$ cat src/rtl/rr_arb_pkg.sv
// Shared types and defaults for the round-robin arbiter.
package rr_arb_pkg;

  localparam int unsigned DefaultWidth   = 4;
  localparam int unsigned DefaultTimeout = 16;

  typedef enum logic {
    StIdle = 1'b0,
    StBusy = 1'b1
  } arb_state_e;

endpackage

$ cat src/rtl/rr_pick.sv
// Combinational rotate-and-find-first: one-hot pick of the first set req bit at or after ptr.
module rr_pick #(
  parameter int unsigned WIDTH = 4,
  parameter int unsigned PW    = 2
) (
  input  logic [WIDTH-1:0] req,
  input  logic [PW-1:0]    ptr,
  output logic [WIDTH-1:0] pick,
  output logic             found
);

  logic [PW:0] idx;

  always_comb begin
    pick  = '0;
    found = 1'b0;
    idx   = '0;
    for (int i = 0; i < WIDTH; i++) begin
      idx = {1'b0, ptr} + (PW+1)'(i);
      // Explicit compare-and-subtract keeps the wrap right for non-power-of-two WIDTH.
      if (idx >= (PW+1)'(WIDTH)) begin
        idx = idx - (PW+1)'(WIDTH);
      end
      if (!found && req[idx[PW-1:0]]) begin
        pick[idx[PW-1:0]] = 1'b1;
        found             = 1'b1;
      end
    end
  end

endmodule

$ cat src/rtl/rr_arbiter.sv
// Round-robin arbiter with registered one-hot grant and back-to-back handover.
// Optional grant-hold timeout enabled by defining RR_ARBITER_TIMEOUT_EN.
module rr_arbiter
  import rr_arb_pkg::*;
#(
  parameter int unsigned WIDTH   = DefaultWidth,
  parameter int unsigned TIMEOUT = DefaultTimeout
) (
  input  logic             clk,
  input  logic             rst,
  input  logic [WIDTH-1:0] req,
  input  logic             done,
  output logic [WIDTH-1:0] grant,
  output logic             grant_valid,
  output logic             any_req,
  output logic             timeout
);

  localparam int unsigned PW = (WIDTH > 1) ? $clog2(WIDTH) : 1;

  arb_state_e       state_q, state_d;
  logic [WIDTH-1:0] grant_q, grant_d;
  logic             grant_valid_q;
  logic [PW-1:0]    ptr_q, ptr_d;
  logic [PW-1:0]    gnt_idx, ptr_inc, search_ptr;
  logic [WIDTH-1:0] pick;
  logic             found;
  logic             hold_hit;
  logic             release_now;

  rr_pick #(
    .WIDTH (WIDTH),
    .PW    (PW)
  ) u_pick (
    .req   (req),
    .ptr   (search_ptr),
    .pick  (pick),
    .found (found)
  );

  always_comb begin
    gnt_idx = '0;
    for (int i = 0; i < WIDTH; i++) begin
      if (grant_q[i]) begin
        gnt_idx = PW'(i);
      end
    end
  end

  assign ptr_inc    = (gnt_idx == PW'(WIDTH - 1)) ? '0 : gnt_idx + PW'(1);
  // In BUSY the search only matters on release, which always starts after the holder.
  assign search_ptr = (state_q == StBusy) ? ptr_inc : ptr_q;
  assign release_now = (state_q == StBusy) && (done || !(|(req & grant_q)) || hold_hit);

  always_comb begin
    state_d = state_q;
    grant_d = grant_q;
    ptr_d   = ptr_q;
    unique case (state_q)
      StIdle: begin
        if (found) begin
          grant_d = pick;
          state_d = StBusy;
        end
      end
      StBusy: begin
        if (release_now) begin
          ptr_d   = ptr_inc;
          grant_d = found ? pick : '0;
          state_d = found ? StBusy : StIdle;
        end
      end
      default: begin
        state_d = StIdle;
        grant_d = '0;
      end
    endcase
  end

  always_ff @(posedge clk) begin
    if (rst) begin
      state_q       <= StIdle;
      grant_q       <= '0;
      grant_valid_q <= 1'b0;
      ptr_q         <= '0;
    end else begin
      state_q       <= state_d;
      grant_q       <= grant_d;
      grant_valid_q <= |grant_d;
      ptr_q         <= ptr_d;
    end
  end

`ifdef RR_ARBITER_TIMEOUT_EN
  localparam int unsigned CW = $clog2(TIMEOUT + 1);

  logic [CW-1:0] hold_cnt_q, hold_cnt_d;
  logic          timeout_q;

  // Count value is the number of BUSY cycles already completed under the current grant.
  assign hold_hit = (state_q == StBusy) && (hold_cnt_q == CW'(TIMEOUT - 1));

  always_comb begin
    hold_cnt_d = hold_cnt_q;
    if (state_d == StBusy && (state_q == StIdle || release_now)) begin
      hold_cnt_d = '0;
    end else if (state_q == StBusy) begin
      hold_cnt_d = hold_cnt_q + CW'(1);
    end else begin
      hold_cnt_d = '0;
    end
  end

  always_ff @(posedge clk) begin
    if (rst) begin
      hold_cnt_q <= '0;
      timeout_q  <= 1'b0;
    end else begin
      hold_cnt_q <= hold_cnt_d;
      timeout_q  <= hold_hit;
    end
  end

  assign timeout = timeout_q;
`else
  assign hold_hit = 1'b0;
  assign timeout  = 1'b0;
`endif

  assign grant       = grant_q;
  assign grant_valid = grant_valid_q;
  assign any_req     = |req;

endmodule

$ cat config.mk
export PLATFORM = sky130hd
export DESIGN_NAME = rr_arbiter
export DESIGN_NICKNAME = d
export VERILOG_FILES = /design/src/rtl/rr_arb_pkg.sv /design/src/rtl/rr_pick.sv /design/src/rtl/rr_arbiter.sv
export SDC_FILE = /design/constraint.sdc
export NUM_CORES = 1
export LEC_CHECK = 0
export ABC_AREA = 1
export BUFFER_PORTS_ARGS = -buffer_cell sky130_fd_sc_hd__buf_2
export CORE_MARGIN = 2
export CORE_UTILIZATION = 50
export DETAILED_ROUTE_END_ITERATION = 8
export HOLD_SLACK_MARGIN = 0.03
export PLACE_DENSITY = 0.8
export SKIP_LAST_GASP = 1
export SYNTH_ARGS = -nofsm -noshare
export SYNTH_HDL_FRONTEND = slang
export SYNTH_SLANG_ARGS = --single-unit
$ cat constraint.sdc
create_clock -name clk -period 2.31 [get_ports clk]
set_clock_uncertainty 0.2 [all_clocks]
set_input_delay 0.462 -clock clk [delete_from_list [all_inputs] [get_ports clk]]
set_output_delay 0.462 -clock clk [all_outputs]
set_load 0.01 [all_outputs]
==> reports/metrics.cfg <==
[clocking]
cts_buffers = 3
clock_path_buffers = 2
clockRootBuffer = clkbuf_4
clock-sinks = 8
cts_tree = built
htreeDepth = 1
clkLatencyLatePin_ps = 240
cts_hold_buf = 0
clk_pin_slew_ps = 50

[sta]
fin_setup_tns_ps = -260
layout_setup_ws_ps = -132
fin_crit_ps = 2440
hold_viol = 0
slew_viol_final = 0
fmax_mhz = 410
setup_viol = 2
rsz0062_at_grt = yes
min_period_over_period_pct = 106

[grt]
antenna_found_initial = 0
grt_pass1_vias = 1152
grt_max_degree = 12
met1_usage_pct = 38.9
grt_pass1_wl_mm = 5.25
met2_usage_pct = 60.3
grt_overflow_total = 0
use_met3_pct = 6.04
grt_busiest_layer = met2
grt_use_total_pct = 33.1

[yosys]
yosys.area_share.simple_pct = 54.2
synth_nets = 176
yosysUniqueCellTypes = 21
synth_top_family_by_area = simple AND/OR/NAND/NOR gates
synth_compound_area_share_pct = 7.84
syn_avg_cell_area_um2 = 5.95
synthXorXnorAreaFrac_pct = 0
netlist_instances = 161
synthMuxAreaShare_pct = 0
ys_warn_count = 0
synth_fa_ha_area_share_pct = 10.5
synth_area_um2 = 957
synth-seq-cells = 8
ys_seq_area_share_pct = 16.7

[setup_path]
worstPathCellList = inv_2 > nand2_4 > nand2_4 > nand2_2 > nand2_2 > ha_4 > nand3_2 > nand2_2 > nand2_4 > nor2_4 > nand2_4 > buf_6
critPathSlowestCell = dfxtp_2
crit_required_ps = 1650
crit_family = simple AND/OR/NAND/NOR gates
cpPeakStageDelay_ps = 350
path_class = reg2out
cp-end-kind = primary output
arrival_ps = 1780
path_max_fanout = 3
path_buf_inv = 2
cp_common_cell = nand2_4
critPathLaunchType = register

[cells_and_area]
fill_cells = 103
post-route-cell-area_mm2 = 0.00143
final_cell_mix = 42 x nand2_1, 30 x buf_4, 22 x nand3_1, 16 x inv_1, 12 x nand2_2
final_common_cell = nand2_1
drive_gt1_share_pct = 46.4
area_growth_pct = 49.8
diodes = 0
final_cell_count_no_fill = 232
final_core_util_pct = 81.3
final_nets = 224

[drt]
drcViolationCount = 0
wl_per_cell_um = 15.8
drt_pass1_iterations = 5
ant_nets = 0
drt_iter0_drc = 95
drt-total-wl_mm = 3.67
via_count = 1344
avgViaCountPerCell = 5.79

[worst_hold_path]
min_path_type = in2reg

[floorplan]
die_area_mm2 = 0.00228
fp.dieH_um = 47.8
ios = 14
rows = 15
coreArea_mm2 = 0.00176
initial_utilization_pct = 54.3
fp.dieW_um = 47.8

[placed_design]
placed_area_mm2 = 0.00113
gp_congestion = 0.878
dp_hpwl_mm = 2.07
dp.cells = 207
numPortBuffers = 12

[run_status]
outcome = finished, violations left
failed_checks = setup timing

[run]
maxCapViolCount = 0

## worst register-to-register path: cells and delay by family, from the launching register on
family | cells | cell delay, ps
DFF | 1 | 350
AOI/OAI and AO/OA | 2 | 270
adders and majority gates | 1 | 300
and+or+nand+nor | 11 | 970
buffers and inverters | 3 | 200
## flip-flops by register name (all words and copies together) (netlist names)
register and flops:
grant 4, grant_valid 1, ptr_q 2, state_q 1
## metal layers
metal	up-vias	part of all wire [%]
met5	-	0
met4	0	2.2
met3	14	6.7
met2	97	52
met1	622	39
li1	611	-
## path summary, 6_finish.rpt
check | from | cells after the start | slack [ps] | to
max | grant[1]$_SDFF_PP0_ | 12 | -130 | any_req
min | rst | 2 | 290 | grant[0]$_SDFF_PP0_
max reg2reg | grant[1]$_SDFF_PP0_ | 17 | -130 | grant_valid$_SDFF_PP0_
min reg2reg | grant[1]$_SDFF_PP0_ | 3 | 400 | ptr_q[0]$_SDFFE_PP0P_
## cell families (layout without fill, tap and decap cells)
family | after synthesis | in the layout
AND/OR/NAND/NOR | 106 | 106
buffers and inverters | 24 | 70
AO/OA/AOI/OAI | 14 | 14
adder cells (fa/ha/maj) | 8 | 8
flip-flops | 8 | 8
other | 1 | 1
## cell type report
cell class / instances / area, µm² / area share (%)
inverters: 23 / 93.8 / 6.54
repair buffers: 44 / 314 / 21.9
flip-flops and latches: 8 / 166 / 11.6
clock buffers: 3 / 22.5 / 1.57
well taps: 25 / 31.3 / 2.18
multi-input cells: 129 / 806 / 56.2
## timing repair
action,in CTS,in global routing
endpoints found under the setup margin,2,7
gates resized for setup,14,23
setup buffers,22,1
gates cloned,0,0
pin swaps,14,18
## Yosys cell counts, drive strengths merged
library cell  count  area share [%]
dfxtp             8              17
o22ai             1            0.65
a221oi            1            0.92
clkinv            1            0.92
nand3            30              17
a21oi             8             4.2
nand3b            1            0.78
inv              22             8.6
nor2             10             4.7
nand4             4             2.6
nand2            61              29
conb              1            0.39
o21ai             4             2.1
ha                8              10
buf               1            0.78
## through the flow
step	setup WS [ps]	hold WS (ps)
finish	-132	289
global route	-221	289
CTS	-89.6	249
detailed placement	-24.2	351
global placement	44.2	340
floorplan	19.8	304
Power is left out: the tool's default activity adds up to more than one toggle a clock period on the data nets, which glitch-free logic cannot reach.
